**config.mk**
```make
export PLATFORM = sky130hd
export DESIGN_NAME = imm_encoder_flat
export DESIGN_NICKNAME = d
export VERILOG_FILES = /design/src/rtl/imm_pkg.sv /design/src/rtl/imm_encoder_if.sv /design/src/rtl/imm_extend.sv /design/src/rtl/imm_pack.sv /design/src/rtl/imm_encoder.sv /design/src/flat_wrapper.sv
export SDC_FILE = /design/constraint.sdc
export NUM_CORES = 1
export LEC_CHECK = 0
export CORE_MARGIN = 1
export CORE_UTILIZATION = 45
export DETAILED_ROUTE_END_ITERATION = 12
export DONT_BUFFER_PORTS = 1
export MAX_ROUTING_LAYER = met4
export PLACE_DENSITY_LB_ADDON = 0.08
export SETUP_SLACK_MARGIN = 0.1
export SKIP_LAST_GASP = 1
export SLEW_MARGIN = 40
export SYNTH_ARGS = -nofsm -noshare
export SYNTH_HDL_FRONTEND = slang
export SYNTH_SLANG_ARGS = --single-unit
```
**constraint.sdc**
```tcl
create_clock -name clk -period 6.4 [get_ports clk]
set_clock_uncertainty 0.15 [all_clocks]
set_input_delay 0 -clock clk [delete_from_list [all_inputs] [get_ports clk]]
set_output_delay 0 -clock clk [all_outputs]
set_load 0.01 [all_outputs]
```
**src/rtl/imm_pkg.sv**
```systemverilog
// Shared encodings for the immediate encoder: format selectors, fixed RV32I
// opcodes used by the LI expansion, FSM state encoding and a range helper.
package imm_pkg;

    localparam logic [2:0] I_TYPE = 3'b000;
    localparam logic [2:0] S_TYPE = 3'b001;
    localparam logic [2:0] B_TYPE = 3'b010;
    localparam logic [2:0] J_TYPE = 3'b011;
    localparam logic [2:0] U_TYPE = 3'b100;
    localparam logic [2:0] LI_OP  = 3'b101;

    localparam logic [6:0] OPC_LUI     = 7'b0110111;
    localparam logic [6:0] OPC_OP_IMM  = 7'b0010011;
    localparam logic [2:0] FUNCT3_ADDI = 3'b000;

    typedef enum logic [1:0] {
        IDLE  = 2'b00,
        EMIT1 = 2'b01,
        EMIT2 = 2'b10
    } state_e;

    // True when v is representable as a 12-bit signed value.
    function automatic logic fits_simm12(input logic [31:0] v);
        return (v[31:11] == {21{v[11]}});
    endfunction

endpackage

```
**src/rtl/imm_encoder_if.sv**
```systemverilog
// Request/response stream bundle of the immediate encoder. The slave view is
// the encoder itself; the master view drives requests and consumes words.
interface imm_encoder_if;
    logic        in_valid;
    logic        in_ready;
    logic [2:0]  in_op;
    logic [6:0]  in_opcode;
    logic [2:0]  in_funct3;
    logic [4:0]  in_rd;
    logic [4:0]  in_rs1;
    logic [4:0]  in_rs2;
    logic [31:0] in_imm;
    logic        out_valid;
    logic        out_ready;
    logic [31:0] out_instr;
    logic        out_err;
    logic        rt_fail;

    modport master (
        output in_valid, in_op, in_opcode, in_funct3, in_rd, in_rs1, in_rs2, in_imm,
        output out_ready,
        input  in_ready, out_valid, out_instr, out_err, rt_fail
    );

    modport slave (
        input  in_valid, in_op, in_opcode, in_funct3, in_rd, in_rs1, in_rs2, in_imm,
        input  out_ready,
        output in_ready, out_valid, out_instr, out_err, rt_fail
    );
endinterface

```
**src/rtl/imm_extend.sv**
```systemverilog
// Immediate extender used only by the optional round-trip checker
// (IMM_ROUNDTRIP_CHECK_EN); immsrc shares the packer's format encoding.
`ifdef IMM_ROUNDTRIP_CHECK_EN
module imm_extend
    import imm_pkg::*;
(
    input  logic [31:7] instr,
    input  logic [2:0]  immsrc,
    output logic [31:0] immext
);

    // Reassemble and sign-extend the immediate for each format.
    always_comb begin
        immext = 32'h0000_0000;
        case (immsrc)
            I_TYPE:  immext = {{20{instr[31]}}, instr[31:20]};
            S_TYPE:  immext = {{20{instr[31]}}, instr[31:25], instr[11:7]};
            B_TYPE:  immext = {{19{instr[31]}}, instr[31], instr[7], instr[30:25], instr[11:8], 1'b0};
            J_TYPE:  immext = {{11{instr[31]}}, instr[31], instr[19:12], instr[20], instr[30:21], 1'b0};
            U_TYPE:  immext = {instr[31:12], 12'h000};
            default: immext = 32'h0000_0000;
        endcase
    end

endmodule
`endif

```
**src/rtl/imm_pack.sv**
```systemverilog
// Combinational RV32I field packer with immediate range/alignment checking.
// Reserved format selectors produce an all-zero word flagged as an error.
module imm_pack
    import imm_pkg::*;
(
    input  logic [2:0]  op,
    input  logic [6:0]  opcode,
    input  logic [2:0]  funct3,
    input  logic [4:0]  rd,
    input  logic [4:0]  rs1,
    input  logic [4:0]  rs2,
    input  logic [31:0] imm,
    output logic [31:0] instr,
    output logic        err
);

    // Field placement and error detection per format.
    always_comb begin
        instr = 32'h0000_0000;
        err   = 1'b0;
        case (op)
            I_TYPE: begin
                instr = {imm[11:0], rs1, funct3, rd, opcode};
                err   = !fits_simm12(imm);
            end
            S_TYPE: begin
                instr = {imm[11:5], rs2, rs1, funct3, imm[4:0], opcode};
                err   = !fits_simm12(imm);
            end
            B_TYPE: begin
                instr = {imm[12], imm[10:5], rs2, rs1, funct3, imm[4:1], imm[11], opcode};
                err   = (imm[31:12] != {20{imm[12]}}) || imm[0];
            end
            J_TYPE: begin
                instr = {imm[20], imm[10:1], imm[11], imm[19:12], rd, opcode};
                err   = (imm[31:20] != {12{imm[20]}}) || imm[0];
            end
            U_TYPE: begin
                instr = {imm[31:12], rd, opcode};
                err   = (imm[11:0] != 12'h000);
            end
            default: begin
                instr = 32'h0000_0000;
                err   = 1'b1;
            end
        endcase
    end

endmodule

```
**src/rtl/imm_encoder.sv**
```systemverilog
// RV32I immediate encoder with LI expansion (ADDI, LUI or LUI+ADDI).
// Optional round-trip self-check enabled by defining IMM_ROUNDTRIP_CHECK_EN.
module imm_encoder
    import imm_pkg::*;
(
    input  logic         clk,
    input  logic         reset,
    imm_encoder_if.slave bus
);

    state_e      state_r;
    state_e      state_nx_s;
    logic        load_first_s;
    logic        load_second_s;
    logic        retire_s;

    logic        in_ready_r;
    logic        out_valid_r;
    logic [31:0] out_instr_r;
    logic        out_err_r;

    logic        need_second_r;
    logic [4:0]  second_rd_r;
    logic [11:0] second_lo_r;

    logic [19:0] li_hi_s;
    logic        li_fits_s;

    logic [2:0]  pk_op_s;
    logic [6:0]  pk_opcode_s;
    logic [2:0]  pk_funct3_s;
    logic [4:0]  pk_rd_s;
    logic [4:0]  pk_rs1_s;
    logic [4:0]  pk_rs2_s;
    logic [31:0] pk_imm_s;
    logic [31:0] pk_instr_s;
    logic        pk_err_s;

    // Rounding the upper part by imm[11] compensates for ADDI sign-extending lo.
    assign li_hi_s   = bus.in_imm[31:12] + {19'b0, bus.in_imm[11]};
    assign li_fits_s = fits_simm12(bus.in_imm);

    // Packer input select: pending ADDI outside IDLE, else the incoming request.
    always_comb begin
        pk_op_s     = bus.in_op;
        pk_opcode_s = bus.in_opcode;
        pk_funct3_s = bus.in_funct3;
        pk_rd_s     = bus.in_rd;
        pk_rs1_s    = bus.in_rs1;
        pk_rs2_s    = bus.in_rs2;
        pk_imm_s    = bus.in_imm;
        if (state_r != IDLE) begin
            pk_op_s     = I_TYPE;
            pk_opcode_s = OPC_OP_IMM;
            pk_funct3_s = FUNCT3_ADDI;
            pk_rd_s     = second_rd_r;
            pk_rs1_s    = second_rd_r;
            pk_rs2_s    = 5'd0;
            pk_imm_s    = {{20{second_lo_r[11]}}, second_lo_r};
        end else if (bus.in_op == LI_OP) begin
            pk_rs1_s = 5'd0;
            pk_rs2_s = 5'd0;
            if (li_fits_s) begin
                pk_op_s     = I_TYPE;
                pk_opcode_s = OPC_OP_IMM;
                pk_funct3_s = FUNCT3_ADDI;
                pk_imm_s    = bus.in_imm;
            end else begin
                pk_op_s     = U_TYPE;
                pk_opcode_s = OPC_LUI;
                pk_funct3_s = 3'b000;
                pk_imm_s    = {li_hi_s, 12'h000};
            end
        end else begin
            pk_op_s = bus.in_op;
        end
    end

    imm_pack u_pack (
        .op     (pk_op_s),
        .opcode (pk_opcode_s),
        .funct3 (pk_funct3_s),
        .rd     (pk_rd_s),
        .rs1    (pk_rs1_s),
        .rs2    (pk_rs2_s),
        .imm    (pk_imm_s),
        .instr  (pk_instr_s),
        .err    (pk_err_s)
    );

    // FSM state register.
    always_ff @(posedge clk or negedge reset) begin
        if (!reset) begin
            state_r <= IDLE;
        end else begin
            state_r <= state_nx_s;
        end
    end

    // Next-state and load/retire strobes.
    always_comb begin
        state_nx_s    = state_r;
        load_first_s  = 1'b0;
        load_second_s = 1'b0;
        retire_s      = 1'b0;
        case (state_r)
            IDLE: begin
                if (bus.in_valid) begin
                    load_first_s = 1'b1;
                    state_nx_s   = EMIT1;
                end else begin
                    state_nx_s = IDLE;
                end
            end
            EMIT1: begin
                if (bus.out_ready) begin
                    if (need_second_r) begin
                        load_second_s = 1'b1;
                        state_nx_s    = EMIT2;
                    end else begin
                        retire_s   = 1'b1;
                        state_nx_s = IDLE;
                    end
                end else begin
                    state_nx_s = EMIT1;
                end
            end
            EMIT2: begin
                if (bus.out_ready) begin
                    retire_s   = 1'b1;
                    state_nx_s = IDLE;
                end else begin
                    state_nx_s = EMIT2;
                end
            end
            default: begin
                retire_s   = 1'b1;
                state_nx_s = IDLE;
            end
        endcase
    end

    // Output word registers; held while the consumer stalls.
    always_ff @(posedge clk or negedge reset) begin
        if (!reset) begin
            in_ready_r  <= 1'b1;
            out_valid_r <= 1'b0;
            out_instr_r <= 32'h0000_0000;
            out_err_r   <= 1'b0;
        end else begin
            in_ready_r <= (state_nx_s == IDLE);
            if (load_first_s || load_second_s) begin
                out_valid_r <= 1'b1;
                out_instr_r <= pk_instr_s;
                out_err_r   <= pk_err_s;
            end else if (retire_s) begin
                out_valid_r <= 1'b0;
            end else begin
                out_valid_r <= out_valid_r;
            end
        end
    end

    // Pending ADDI bookkeeping for two-word LI sequences.
    always_ff @(posedge clk or negedge reset) begin
        if (!reset) begin
            need_second_r <= 1'b0;
            second_rd_r   <= 5'd0;
            second_lo_r   <= 12'h000;
        end else if (load_first_s) begin
            need_second_r <= (bus.in_op == LI_OP) && !li_fits_s && (bus.in_imm[11:0] != 12'h000);
            second_rd_r   <= bus.in_rd;
            second_lo_r   <= bus.in_imm[11:0];
        end else if (load_second_s) begin
            need_second_r <= 1'b0;
        end else begin
            need_second_r <= need_second_r;
        end
    end

    assign bus.in_ready  = in_ready_r;
    assign bus.out_valid = out_valid_r;
    assign bus.out_instr = out_instr_r;
    assign bus.out_err   = out_err_r;

`ifdef IMM_ROUNDTRIP_CHECK_EN
    logic [31:0] exp_imm_r;
    logic [2:0]  exp_src_r;
    logic [31:0] dec_imm_s;
    logic        rt_fail_r;

    imm_extend u_ext (
        .instr  (out_instr_r[31:7]),
        .immsrc (exp_src_r),
        .immext (dec_imm_s)
    );

    // Capture the immediate each emitted word must decode back to.
    always_ff @(posedge clk or negedge reset) begin
        if (!reset) begin
            exp_imm_r <= 32'h0000_0000;
            exp_src_r <= I_TYPE;
        end else if (load_first_s || load_second_s) begin
            exp_imm_r <= pk_imm_s;
            exp_src_r <= pk_op_s;
        end else begin
            exp_imm_r <= exp_imm_r;
        end
    end

    // Sticky round-trip mismatch flag.
    always_ff @(posedge clk or negedge reset) begin
        if (!reset) begin
            rt_fail_r <= 1'b0;
        end else if (out_valid_r && !out_err_r && (dec_imm_s != exp_imm_r)) begin
            rt_fail_r <= 1'b1;
        end else begin
            rt_fail_r <= rt_fail_r;
        end
    end

    assign bus.rt_fail = rt_fail_r;
`else
    assign bus.rt_fail = 1'b0;
`endif

endmodule

```
**src/flat_wrapper.sv**
```systemverilog
// flat-port wrapper written by rule: the top's interface ports become plain ports
module imm_encoder_flat import imm_pkg::*;
  (clk, reset, bus_in_valid, bus_in_op, bus_in_opcode, bus_in_funct3, bus_in_rd, bus_in_rs1, bus_in_rs2, bus_in_imm, bus_out_ready, bus_in_ready, bus_out_valid, bus_out_instr, bus_out_err, bus_rt_fail);
  imm_encoder_if bus_i ();
  input  logic clk;
  input  logic reset;
  input wire logic [$bits(bus_i.in_valid)-1:0] bus_in_valid;
  input wire logic [$bits(bus_i.in_op)-1:0] bus_in_op;
  input wire logic [$bits(bus_i.in_opcode)-1:0] bus_in_opcode;
  input wire logic [$bits(bus_i.in_funct3)-1:0] bus_in_funct3;
  input wire logic [$bits(bus_i.in_rd)-1:0] bus_in_rd;
  input wire logic [$bits(bus_i.in_rs1)-1:0] bus_in_rs1;
  input wire logic [$bits(bus_i.in_rs2)-1:0] bus_in_rs2;
  input wire logic [$bits(bus_i.in_imm)-1:0] bus_in_imm;
  input wire logic [$bits(bus_i.out_ready)-1:0] bus_out_ready;
  output wire logic [$bits(bus_i.in_ready)-1:0] bus_in_ready;
  output wire logic [$bits(bus_i.out_valid)-1:0] bus_out_valid;
  output wire logic [$bits(bus_i.out_instr)-1:0] bus_out_instr;
  output wire logic [$bits(bus_i.out_err)-1:0] bus_out_err;
  output wire logic [$bits(bus_i.rt_fail)-1:0] bus_rt_fail;
  assign bus_i.in_valid = bus_in_valid;
  assign bus_i.in_op = bus_in_op;
  assign bus_i.in_opcode = bus_in_opcode;
  assign bus_i.in_funct3 = bus_in_funct3;
  assign bus_i.in_rd = bus_in_rd;
  assign bus_i.in_rs1 = bus_in_rs1;
  assign bus_i.in_rs2 = bus_in_rs2;
  assign bus_i.in_imm = bus_in_imm;
  assign bus_i.out_ready = bus_out_ready;
  assign bus_in_ready = bus_i.in_ready;
  assign bus_out_valid = bus_i.out_valid;
  assign bus_out_instr = bus_i.out_instr;
  assign bus_out_err = bus_i.out_err;
  assign bus_rt_fail = bus_i.rt_fail;
  imm_encoder u_core (.clk(clk), .reset(reset), .bus(bus_i));
endmodule
```
==> results by group, run 1 <==
Routing
  • DR vias: 4225
  • Post-DR wirelength/cell: 21.6 um
  • DRC Markers: 0
  • Vias per cell: 6.80
  • Router iterations before antenna repair: 6
  • Drt total wl: 13.4 mm
  • ANT nets after route: 0
  • Initial DRC count: 439

Critical path
  • CP cell instances: nand4_1 -> or3_4 -> a221oi_4 -> buf_4 -> buf_6 -> nor2_1 -> nor2_1 -> a22o_1 -> nand4_1 -> o21a_1 -> o311ai_1 -> o211ai_1 -> dlygate4sd3_1
  • Worst setup SP type: primary input
  • CP max FO: 15
  • Setup crit end kind: flip-flop
  • WP buf/inv: 3
  • Max incr delay on CP: 0.65 ns
  • Worst r2r dst: u_core.bus.out_err
  • Delay-heaviest family, CP: simple AND/OR/NAND/NOR gates
  • FF-to-FF Start: u_core.state_r[0]
  • Slowest cell on the critical path: nor2_1
  • R2r setup slk: 2.86 ns
  • Worst Path Required: 6.46 ns
  • Crit. Startpoint: bus_in_imm[26]
  • R2R depth: 7
  • WS Path Type: primary input to flip-flop
  • Arrival @ worst endpoint: 3.70 ns

Clocking
  • CTS Buffer Depth: 2
  • H-tree depth: 2
  • Clk_lat worst skew: 0.32 ns
  • Worst-path clk slew: 0.10 ns
  • CTS tree: built
  • Postcts setup bufs: 0
  • Total CTS buffers: 5
  • Sink Count: 55
  • Clock root cell: clkbuf_8

Logic synthesis
  • Synthesized flop and latch total: 55
  • Top-area cell type share of the netlist area: 33.4%
  • Sequential share of the synthesized area: 34.0%
  • Top cells by area, synth: dfrtp_1 (33%), o21ai_0 (6.1%), nand2_1 (5.3%), mux2_2 (5.0%), nand3_1 (3.3%)
  • Cell area after synthesis: 4050 um^2
  • Count leader, synth: nand2_1
  • Most frequent cells after synthesis: nand2_1 (57), dfrtp_1 (54), o21ai_0 (49)
  • Count of different cell masters after synthesis: 69
  • Mean Syn Cell Area: 8.28 um^2
  • Synth area leader: dfrtp_1
  • Syn Inst Count: 489
  • Top_reg_cell synth: dfrtp_1
  • Post-synth EDFFs: 0
  • Async SR Flop Fraction: 100%
  • Ys Warns: 0
  • Syn_nets: 555

Timing
  • Fmax: 0.275 GHz
  • Crit share post-route: 56.9%
  • Final setup fails: 0
  • Minimum clock period: 3.64 ns
  • Slew margin rel.: 47.8%
  • Max-slew violations: 0
  • Final Hold Fails: 0
  • RSZ-0062 raised after global routing: false
  • Setup TNS Final: 0 ns
  • Hold slack: 0.00983 ns
  • Worst-margin pin slew: 0.780 ns

Global routing
  • First-pass GRT wire length: 21.7 mm
  • Largest net degree at the start of global routing: 56
  • Initial antenna violation count: 0
  • Tot GR Track Use: 29.7%
  • GRT overflow: 0
  • Vias in the first global route: 4027

Placement
  • Number of I/O port buffers: 0
  • RePlAce Congestion: 0.959
  • Placed insts: 565
  • DPL Wire Length: 9.87 mm

Layout
  • Share of layout cells above drive strength 1: 9.16%
  • Layout net count: 578
  • N_diodes: 0
  • Filler cells: 827
  • Area growth from synthesis to layout: 14.9%
  • Post-route insts no fill: 621

Floorplan
  • Core area: 8720 um^2
  • Top Ports: 100
  • Row count: 34
  • Initial cell density of the core: 46.4%
  • Die width: 96.9 um
  • Die area: 9380 um^2
  • Die Y: 96.9 um

Hold path
  • Hold-critical path depth: 4
  • Worst Hold Class: primary input to flip-flop
  • Hold endpoint: u_core.bus.out_instr[25]
  • Hold path startpoint: bus_in_imm[25]

Outcome
  • Outcome: completed

Pwr
  • Clock share of power: 14.4%
  • Switching pwr: 0.000604 W
  • Peak VDD IR: 0.000144 V
  • Leakage power: 1.75 nW
  • Cell Pwr Density: 301 nW/um^2
  • Final Power: 0.00140 W
  • Combinational fraction of design power: 40.0%
  • Sw Ratio: 43.2%
  • Internal Power: 0.000795 W
  • Seq pwr share: 45.6%

Run
  • Max Cap Viol: 0
placed cells by master, fill, tap and decap left out, types with 3 or more instances in the layout:
master	count
xor2_1	4
a22o_1	13
nor4_1	13
dlygate4sd3_1	47
nand2b_1	6
dfrtp_1	54
nand2_1	57
nand3_1	27
xnor2_1	7
clkbuf_8	5
buf_4	4
a21oi_1	21
or3_1	10
nand4_1	12
o31ai_1	8
o21ai_1	3
nand4b_1	3
a221oi_1	5
a211oi_1	3
a31oi_1	7
mux2_2	18
a222oi_1	5
a22oi_1	15
nor3_1	14
a21o_1	4
and4_1	4
o21ai_0	49
nor2_1	27
and3_1	8
or4_1	6
state kept, by name, summed over array words and instances, names as in the netlist:
register              count
u_core.bus.out_instr     32
u_core.bus.out_valid      1
u_core.bus.out_err        1
u_core.need_second_r      1
u_core.second_rd_r        5
u_core.bus.in_ready       1
u_core.state_r            2
u_core.second_lo_r       12
area by class of cell:
class / count / area (um^2) / area share (%)
multi-input cells: 394 / 2500 / 53.7
clock inverters: 3 / 23.8 / 0.511
clock buffers: 5 / 68.8 / 1.48
repair buffers: 53 / 539 / 11.6
well taps: 108 / 135 / 2.90
inverters: 3 / 11.3 / 0.242
flip-flops and latches: 55 / 1380 / 29.6
cells by family (layout without fill, tap and decap cells):
kind of cell | after synthesis | in the layout | share of synthesized area (%)
multiplexers | 20 | 20 | 5.50
AO/OA/AOI/OAI | 157 | 157 | 26.6
flip-flops | 55 | 55 | 34.0
AND/OR/NAND/NOR | 203 | 203 | 26.3
XOR/XNOR | 11 | 11 | 2.38
adder cells (fa/ha/maj) | 2 | 2 | 0.618
buffers and inverters | 40 | 64 | 4.48
other | 1 | 1 | 0.0926
per-stage QoR:
stage          worst slack (ns)  utilization (%)  area (um^2)
2_1_floorplan              3.69                -         4050
3_3_place_gp               2.82             46.3         4040
3_5_place_dp               3.05             46.5         4060
4_1_cts                    2.65             53.3         4650
5_1_grt                    2.46             53.4         4650
6_report                   2.76             53.4         4650
repair_timing:
item | in CTS | in global routing
gates resized for setup | 0 | 0
hold endpoints to repair | 109 | 0
hold buffers | 48 | 0
per-layer routing:
layer / vias up / track usage [%] / part of all wire [%]
met5: - / - / 0
met4: 0 / 6.89 / 2.1
met3: 26 / 7.37 / 9.8
met2: 228 / 43.2 / 45
met1: 2048 / 41.5 / 44
li1: 1923 / - / -
power groups by stage:
stage | registers [W] | clock network [W] | logic, W
finish | 0.000638 | 0.000201 | 0.000561
global route | 0.000656 | 0.000217 | 0.000619
CTS | 0.000639 | 0.000205 | 0.000546
detailed placement | 0.000647 | 0 | 0.000499
global placement | 0.000641 | 0 | 0.000494
floorplan | 0.000610 | 0 | 0.000394
worst max-delay path by stage:
stage / cells past startpoint / slack (ns) / end
after global placement: 9 / 2.82 / u_core.bus.out_err
after detailed placement: 12 / 3.05 / u_core.bus.out_err
final: 13 / 2.76 / u_core.bus.out_err
after CTS: 7 / 2.65 / u_core.bus.out_err
after floorplan: 13 / 3.69 / u_core.bus.out_err
after global routing: 13 / 2.46 / u_core.bus.out_err
worst register-to-register path: cells and delay by family, from the launching register on:
family / cells / cell delay [ns]
AND/OR/NAND/NOR: 3 / 1.51
buffers and inverters: 1 / 0.58
AO/OA/AOI/OAI: 3 / 0.72
flip-flops: 1 / 0.48
Power figures use the tool's default switching activity.
==> run 2, diff against run 1 <==
clock period = 3.2 ns   (was 6.4 ns; I/O delays follow)
==> run 2 against run 1 <==
Against the previous run: the run now ends with negative hold slack left; final cell count increased by 2.1%; first-iteration DRC count increased by 0.68%; via count decreased by 1.1%; total power increased by 100%; sequential power increased by 99%; largest cell class unchanged; global-route usage increased by 0.78 points; final area increased by 2.2%; combinational power increased by 110%; sequential share of layout area decreased by 0.65 points.
==> results by group, run 2 (synthesized netlist as in run 1, its figures left out) <==
Outcome
  • Outcome: complete, but fails checks (was completed)
  • Failing checks: negative hold slack

Pwr
  • Combinational fraction of design power: 40.9% (was 40.0%)
  • Leakage power: 1.82 nW (was 1.75 nW)
  • Sw Ratio: 43.0% (was 43.2%)
  • Cell Pwr Density: 598 nW/um^2 (was 301 nW/um^2)
  • Seq pwr share: 44.6% (was 45.6%)
  • Internal Power: 0.00162 W (was 0.000795 W)
  • Peak VDD IR: 0.000349 V (was 0.000144 V)
  • Clock share of power: 14.4% (about the same)
  • Switching pwr: 0.00122 W (was 0.000604 W)

Clocking
  • Sink Count: 55 (unchanged)
  • Total CTS buffers: 5 (unchanged)
  • Postcts setup bufs: 0 (unchanged)
  • Worst-path clk slew: 0.11 ns (was 0.10 ns)
  • Clock root cell: clkbuf_8 (unchanged)
  • H-tree depth: 2 (unchanged)
  • Clk_lat worst skew: 0.31 ns (was 0.32 ns)
  • CTS Buffer Depth: 2 (unchanged)
  • CTS tree: built (unchanged)

Placement
  • DPL Wire Length: 10.2 mm (was 9.87 mm)
  • RePlAce Congestion: 0.967 (was 0.959)
  • Number of I/O port buffers: 0 (unchanged)

Critical path
  • R2R depth: 8 (was 7)
  • Worst Path Required: 3.25 ns (was 6.46 ns)
  • WP buf/inv: 2 (was 3)
  • Worst setup SP type: flip-flop (was primary input)
  • FF-to-FF Start: u_core.state_r[0] (unchanged)
  • CP max FO: 27 (was 15)
  • Setup crit end kind: flip-flop (unchanged)
  • Arrival @ worst endpoint: 2.86 ns (was 3.70 ns)
  • Worst r2r dst: u_core.bus.out_instr[22] (was u_core.bus.out_err)
  • Slowest cell on the critical path: dlygate4sd3_1 (was nor2_1)
  • Delay-heaviest family, CP: buffers and inverters (was simple AND/OR/NAND/NOR gates)
  • WS Path Type: flip-flop to flip-flop (was primary input to flip-flop)
  • CP cell instances: nor2_1 -> buf_4 -> nand3_1 -> o21ai_0 -> a21oi_1 -> a21oi_1 -> dlygate4sd3_1 -> o21ai_0 (was nand4_1 -> or3_4 -> a221oi_4 -> buf_4 -> buf_6 -> nor2_1 -> nor2_1 -> a22o_1 -> nand4_1 -> o21a_1 -> o311ai_1 -> o211ai_1 -> dlygate4sd3_1)
  • Max incr delay on CP: 0.57 ns (was 0.65 ns)
  • R2r setup slk: 0.40 ns (was 2.86 ns)

Global routing
  • GR met2 Demand/Resource: 45.3% (was 43.2%)
  • Initial antenna violation count: 0 (unchanged)
  • Largest net degree at the start of global routing: 56 (unchanged)
  • Vias in the first global route: 4013 (was 4027)
  • GR Util met1: 44.0% (was 41.5%)
  • Tot GR Track Use: 30.4% (was 29.7%)
  • First-pass GRT wire length: 22.2 mm (was 21.7 mm)
  • GRT overflow: 0 (unchanged)
  • GR peak layer: met2 (unchanged)
  • M3 GR Usage: 5.13% (was 7.37%)

Timing
  • Final setup fails: 0 (unchanged)
  • Hold slack: -0.00879 ns (was 0.00983 ns)
  • RSZ-0062 raised after global routing: false (unchanged)
  • Minimum clock period: 2.80 ns
  • Worst-margin pin slew: 0.618 ns (was 0.780 ns)
  • Max-slew violations: 0 (unchanged)
  • Crit share post-route: 87.6%
  • Fmax: 0.357 GHz
  • Final Hold Fails: 1 (was 0)
  • Setup TNS Final: 0 ns (unchanged)
  • Slew margin rel.: 58.8% (was 47.8%)

Hold path
  • Hold path startpoint: bus_in_imm[5] (was bus_in_imm[25])
  • Worst Hold Class: primary input to flip-flop (unchanged)
  • Hold-critical path depth: 3 (was 4)
  • Hold endpoint: u_core.bus.out_instr[25] (unchanged)

Floorplan
  • Top Ports: 100 (unchanged)
  • Initial cell density of the core: 46.4% (unchanged)
  • Row count: 34 (unchanged)
  • Core area: 8720 um^2 (unchanged)
  • Die area: 9380 um^2 (unchanged)
  • Die width: 96.9 um (unchanged)
  • Die Y: 96.9 um (unchanged)

Routing
  • DR vias: 4180 (was 4225)
  • DRC Markers: 0 (unchanged)
  • Initial DRC count: 442 (was 439)
  • Post-DR wirelength/cell: 21.7 um (was 21.6 um)
  • Drt total wl: 13.7 mm (was 13.4 mm)
  • Router iterations before antenna repair: 6 (unchanged)
  • ANT nets after route: 0 (unchanged)
  • Vias per cell: 6.59 (was 6.80)

Layout
  • Area growth from synthesis to layout: 17.5% (was 14.9%)
  • Most frequent cells in the layout: nand2_1 (57), dfrtp_1 (54), o21ai_0 (49) (unchanged)
  • Layout net count: 591 (was 578)
  • Share of layout cells above drive strength 1: 11.6% (was 9.16%)
  • Max reg flops: 32 (unchanged)
  • N_diodes: 0 (unchanged)
  • Most common cell after layout, fill and taps aside: nand2_1 (unchanged)

Run
  • Max Cap Viol: 0 (unchanged)
[run 2: cell types whose count changed in the layout (fill, tap and decap cells not counted), sizes merged]
cell	delta
buf	+15
dlygate4sd3	-2
[run 2: final cells by class]
cell class,count,area [um^2]
timing repair buffer,66,641
sequential,55,1380
clock inverter,3,27.5
clock buffer,5,68.8
fill,859,3960
tap,108,135
multi-input combinational,394,2500
inverter,3,11.3
[run 2: worst max-delay path by stage]
| stage | startpoint | to | slack (ns) | cells after the start |
|---|---|---|---|---|
| after floorplan | bus_in_imm[24] | u_core.bus.out_err | 0.49 | 13 |
| after global placement | bus_in_imm[11] | u_core.bus.out_err | 0.28 | 12 |
| after detailed placement | bus_in_imm[11] | u_core.bus.out_err | 0.23 | 12 |
| after CTS | u_core.state_r[0] | u_core.bus.out_instr[22] | 0.29 | 9 |
| after global routing | u_core.state_r[0] | u_core.bus.out_instr[22] | 0.23 | 8 |
| final | u_core.state_r[0] | u_core.bus.out_instr[22] | 0.40 | 8 |
[run 2: metrics by stage]
step / area (um^2) / setup slack (ns) / utilization [%] / power, W / std cells
2_1_floorplan: 4050 / 0.492 / - / 0.00201 / 489
3_3_place_gp: 4180 / 0.284 / 47.9 / 0.00232 / 580
3_5_place_dp: 4180 / 0.234 / 47.9 / 0.00234 / 580
4_1_cts: 4750 / 0.292 / 54.5 / 0.00283 / 634
5_1_grt: 4760 / 0.229 / 54.5 / 0.00303 / 634
6_report: 4760 / 0.395 / 54.5 / 0.00285 / 634
[run 2: per-layer routing]
metal,vias up,routed length (um)
met1,2009,6290
li1,1943,-
met3,12,1190
met2,216,6130
met5,-,0
met4,0,125
[run 2: power by group through the flow]
stage	logic (W)	registers, W	clock network [W]
2_1_floorplan	0.000789	0.00122	0
3_3_place_gp	0.00104	0.00128	0
3_5_place_dp	0.00105	0.00129	0
4_1_cts	0.00114	0.00127	0.000421
5_1_grt	0.00128	0.00131	0.000451
6_report	0.00116	0.00127	0.000411
[run 2: timing repair]
| action | 4_1_cts | 5_1_grt |
|---|---|---|
| setup endpoints to repair | 0 | 2 |
| resized for setup | 0 | 2 |
| hold endpoints to repair | 107 | 0 |
| hold buffers | 46 | 0 |
[run 2: worst register-to-register path, stage by stage, from the launching register on]
cell and delay [ns]:
dfrtp_1 0.49, nor2_1 0.14, buf_4 0.32, nand3_1 0.40, o21ai_0 0.29, a21oi_1 0.12
a21oi_1 0.15, dlygate4sd3_1 0.57, o21ai_0 0.07
==> run 3, diff against run 2 <==
ABC_AREA = 1   (was unset)
==> run 3 against run 2 <==
Against the previous run: the flow still finishes with violations (negative hold slack); critical endpoint is now u_core.bus.out_err; sequential share of layout area decreased by 2.8 points; via count increased by 18%; register-to-register slack got worse by 0.03 ns; routed wire length increased by 8.1%; final cell count increased by 41%.
==> results by group, run 3 <==
Outcome
  • Outcome: complete, but fails checks (unchanged)
  • Failing checks: negative hold slack (unchanged)

Floorplan
  • Die Y: 101 um (was 96.9 um)
  • Die width: 101 um (was 96.9 um)
  • Core area: 9370 um^2 (was 8720 um^2)
  • Initial cell density of the core: 47.3% (was 46.4%)
  • Die area: 10200 um^2 (was 9380 um^2)
  • Top Ports: 100 (unchanged)
  • Row count: 35 (was 34)

Layout
  • Area growth from synthesis to layout: 19.0% (was 17.5%)
  • Filler cells: 944 (was 859)
  • Layout net count: 827 (was 591)
  • N_diodes: 0 (unchanged)
  • Share of layout cells above drive strength 1: 8.79% (was 11.6%)
  • Most frequent cells in the layout: nand2_1 (243), nor2_1 (82), inv_1 (70) (was nand2_1 (57), dfrtp_1 (54), o21ai_0 (49))
  • Most common cell after layout, fill and taps aside: nand2_1 (unchanged)
  • Max reg flops: 32 (unchanged)
  • Core Util, Final: 56.2% (was 54.5%)

Logic synthesis
  • Ys Warns: 0 (unchanged)
  • Top cells by area, synth: dfrtp_1 (31%), nand2_1 (21%), nor2_1 (6.9%), nand3_1 (6.2%), inv_1 (5.9%) (was dfrtp_1 (33%), o21ai_0 (6.1%), nand2_1 (5.3%), mux2_2 (5.0%), nand3_1 (3.3%))
  • Synth area leader: dfrtp_1 (unchanged)
  • Top-area cell type share of the netlist area: 30.5% (was 33.4%)
  • Async SR Flop Fraction: 100% (unchanged)
  • Syn_nets: 774 (was 555)
  • Syn Inst Count: 708 (was 489)
  • Post-synth EDFFs: 0 (unchanged)
  • Mean Syn Cell Area: 6.26 um^2 (was 8.28 um^2)
  • Sequential share of the synthesized area: 31.1% (was 34.0%)
  • Count leader, synth: nand2_1 (unchanged)
  • Top_reg_cell synth: dfrtp_1 (unchanged)
  • Cell area after synthesis: 4430 um^2 (was 4050 um^2)
  • Synthesized flop and latch total: 55 (unchanged)
  • Count of different cell masters after synthesis: 46 (was 69)
  • Most frequent cells after synthesis: nand2_1 (243), nor2_1 (82), inv_1 (70) (was nand2_1 (57), dfrtp_1 (54), o21ai_0 (49))

Global routing
  • Tot GR Track Use: 30.6% (was 30.4%)
  • Largest net degree at the start of global routing: 56 (unchanged)
  • First-pass GRT wire length: 23.5 mm (was 22.2 mm)
  • Vias in the first global route: 4685 (was 4013)
  • GRT overflow: 0 (unchanged)
  • Initial antenna violation count: 0 (unchanged)

Routing
  • DR vias: 4914 (was 4180)
  • Drt total wl: 14.8 mm (was 13.7 mm)
  • DR WL met3: 930 um (was 1.19 mm)
  • Initial DRC count: 309 (was 442)
  • Vias per cell: 5.52 (was 6.59)
  • ANT nets after route: 0 (unchanged)
  • WL met2: 6.74 mm (was 6.13 mm)
  • Router iterations before antenna repair: 7 (was 6)
  • Post-DR wirelength/cell: 16.7 um (was 21.7 um)
  • Met1 WL: 6.95 mm (was 6.29 mm)
  • Top sig layer: met4 (unchanged)
  • DRC Markers: 0 (unchanged)

Timing
  • Worst-margin pin slew: 0.578 ns (was 0.618 ns)
  • Worst setup margin: 0.365 ns (was 0.395 ns)
  • Slew margin rel.: 61.3% (was 58.8%)
  • Max-slew violations: 0 (unchanged)
  • Final Hold Fails: 1 (unchanged)
  • Setup TNS Final: 0 ns (unchanged)
  • Final setup fails: 0 (unchanged)
  • Fmax: 0.353 GHz (was 0.357 GHz)
  • Crit share post-route: 88.6% (was 87.6%)
  • RSZ-0062 raised after global routing: false (unchanged)
  • Hold slack: -0.00446 ns (was -0.00879 ns)
  • Minimum clock period: 2.83 ns (was 2.80 ns)

Hold path
  • Hold-critical path depth: 5 (was 3)
  • Worst Hold Class: primary input to flip-flop (unchanged)
  • Hold endpoint: u_core.bus.out_instr[29] (was u_core.bus.out_instr[25])
  • Hold path startpoint: bus_in_imm[29] (was bus_in_imm[5])

Placement
  • DPL Wire Length: 11.1 mm (was 10.2 mm)
  • RePlAce Congestion: 0.929 (was 0.967)
  • Number of I/O port buffers: 0 (unchanged)
  • Pre-CTS setup slack: 0.454 ns (was 0.234 ns)

Pwr
  • Internal Power: 0.00172 W (was 0.00162 W)
  • Combinational fraction of design power: 48.1% (was 40.9%)
  • Sw Ratio: 47.4% (was 43.0%)
  • Peak VDD IR: 0.000304 V (was 0.000349 V)
  • Seq pwr share: 39.0% (was 44.6%)
  • Switching pwr: 0.00155 W (was 0.00122 W)
  • Cell Pwr Density: 620 nW/um^2 (was 598 nW/um^2)
  • Clock share of power: 12.9% (was 14.4%)
  • Final Power: 0.00327 W (was 0.00285 W)
  • Leakage power: 2.73 nW (was 1.82 nW)

Clocking
  • Worst-path clk slew: 0.11 ns (about the same)
  • Clock root cell: clkbuf_8 (unchanged)
  • Sink Count: 55 (unchanged)
  • CTS tree: built (unchanged)
  • Clk_lat worst skew: 0.32 ns (was 0.31 ns)
  • CTS Buffer Depth: 2 (unchanged)
  • H-tree depth: 2 (unchanged)
  • Total CTS buffers: 5 (unchanged)
  • Post_cts resized: 0 (unchanged)

Critical path
  • WS Path Type: flip-flop to flip-flop (unchanged)
  • Worst r2r dst: u_core.bus.out_err (was u_core.bus.out_instr[22])
  • Setup crit end kind: flip-flop (unchanged)
  • CP max FO: 21 (was 27)
  • Arrival @ worst endpoint: 2.90 ns (was 2.86 ns)
  • Delay-heaviest family, CP: simple AND/OR/NAND/NOR gates (was buffers and inverters)
  • CP cell instances: nor2_4 -> nor2_1 -> clkinv_1 -> buf_4 -> nand2_1 -> nand2_1 -> nor2_2 -> nand3_1 -> o21ai_1 -> nand2_1 -> nand2_1 -> nand2_1 -> nand2_1 -> a21oi_1 (was nor2_1 -> buf_4 -> nand3_1 -> o21ai_0 -> a21oi_1 -> a21oi_1 -> dlygate4sd3_1 -> o21ai_0)
  • Worst setup SP type: flip-flop (unchanged)
  • Crit-path most repeated cell: nand2_1
  • R2r setup slk: 0.37 ns (was 0.40 ns)
  • R2R depth: 14 (was 8)
  • Levels on crit path: 14 (was 8)
  • Max incr delay on CP: 0.47 ns (was 0.57 ns)
  • WP buf/inv: 2 (unchanged)
  • FF-to-FF Start: u_core.state_r[1] (was u_core.state_r[0])
  • Slowest cell on the critical path: dfrtp_1 (was dlygate4sd3_1)
  • Worst Path Required: 3.27 ns (was 3.25 ns)

Run
  • Max Cap Viol: 0 (unchanged)
run 3: cell count changes in the layout (fill, tap and decap cells not counted), moves of 11 or more:
cell,before,now
nor2_1,27,82
dlygate4sd3_1,45,61
mux2_2,18,4
o21ai_0,49,32
nor4_1,13,0
inv_1,2,70
a22o_1,13,0
buf_4,19,8
a22oi_1,15,2
nand2_1,57,243
nand3_1,27,55
run 3: layout make-up:
cell class,instances,area (um^2),share of cell area [%]
Inverter,83,314,5.96
Tap cell,129,161,3.06
Clock inverter,2,16.3,0.309
Sequential cell,55,1380,26.1
Multi-Input combinational cell,546,2620,49.7
Timing Repair Buffer,70,698,13.2
Clock buffer,6,82.6,1.57
run 3: cells by family after synthesis:
group | after synthesis | share of synthesized area (%)
xor gates and xnor gates | 4 | 0.791
AOI/OAI and AO/OA | 97 | 13.1
DFF | 55 | 31.1
adders and majority gates | 2 | 0.565
other | 1 | 0.0847
muxes | 4 | 1.02
buffers and inverters | 107 | 9.86
and+or+nand+nor | 438 | 43.5
run 3: per-stage QoR:
step | hold slack, ns | std cells | instance area [um^2]
2_1_floorplan | -0.446 | 708 | 4430
3_3_place_gp | -0.445 | 821 | 4530
3_5_place_dp | -0.445 | 821 | 4530
4_1_cts | 0.00283 | 891 | 5270
5_1_grt | 0.0355 | 891 | 5270
6_report | -0.00446 | 891 | 5270
run 3: how the worst max path moves through the flow:
stage                 startpoint                      end  slack, ns
2_1_floorplan  u_core.state_r[1]  u_core.bus.out_instr[7]       0.97
3_3_place_gp      bus_in_imm[11]       u_core.bus.out_err       0.46
3_5_place_dp      bus_in_imm[11]       u_core.bus.out_err       0.45
4_1_cts           bus_in_imm[11]       u_core.bus.out_err       0.40
5_1_grt           bus_in_imm[11]       u_core.bus.out_err       0.17
6_report       u_core.state_r[1]       u_core.bus.out_err       0.37
run 3: repair_timing:
item	4_1_cts	5_1_grt
endpoints found under the hold margin	105	0
hold buffers	62	0
setup buffers	0	0
run 3: layer usage:
layer | global-route usage [%] | vias to the layer above
li1 | - | 2402
met5 | - | -
met1 | 41.6 | 2307
met3 | 4.21 | 20
met2 | 48.0 | 185
met4 | 7.36 | 0
run 3: worst min-delay path, cell delays in order:
cell,delay [ns]
nand4_1,0.07
nand2_1,0.10
nand2_2,0.11
nand3_1,0.09
a21oi_1,0.06
run 3: power by group through the flow:
stage / clock [W] / sequential (W) / combinational (W)
after CTS: 0.000422 / 0.00127 / 0.00154
final: 0.000422 / 0.00127 / 0.00157
after detailed placement: 0 / 0.00128 / 0.00138
after floorplan: 0 / 0.00122 / 0.00105
after global routing: 0.000449 / 0.00131 / 0.00175
after global placement: 0 / 0.00128 / 0.00138
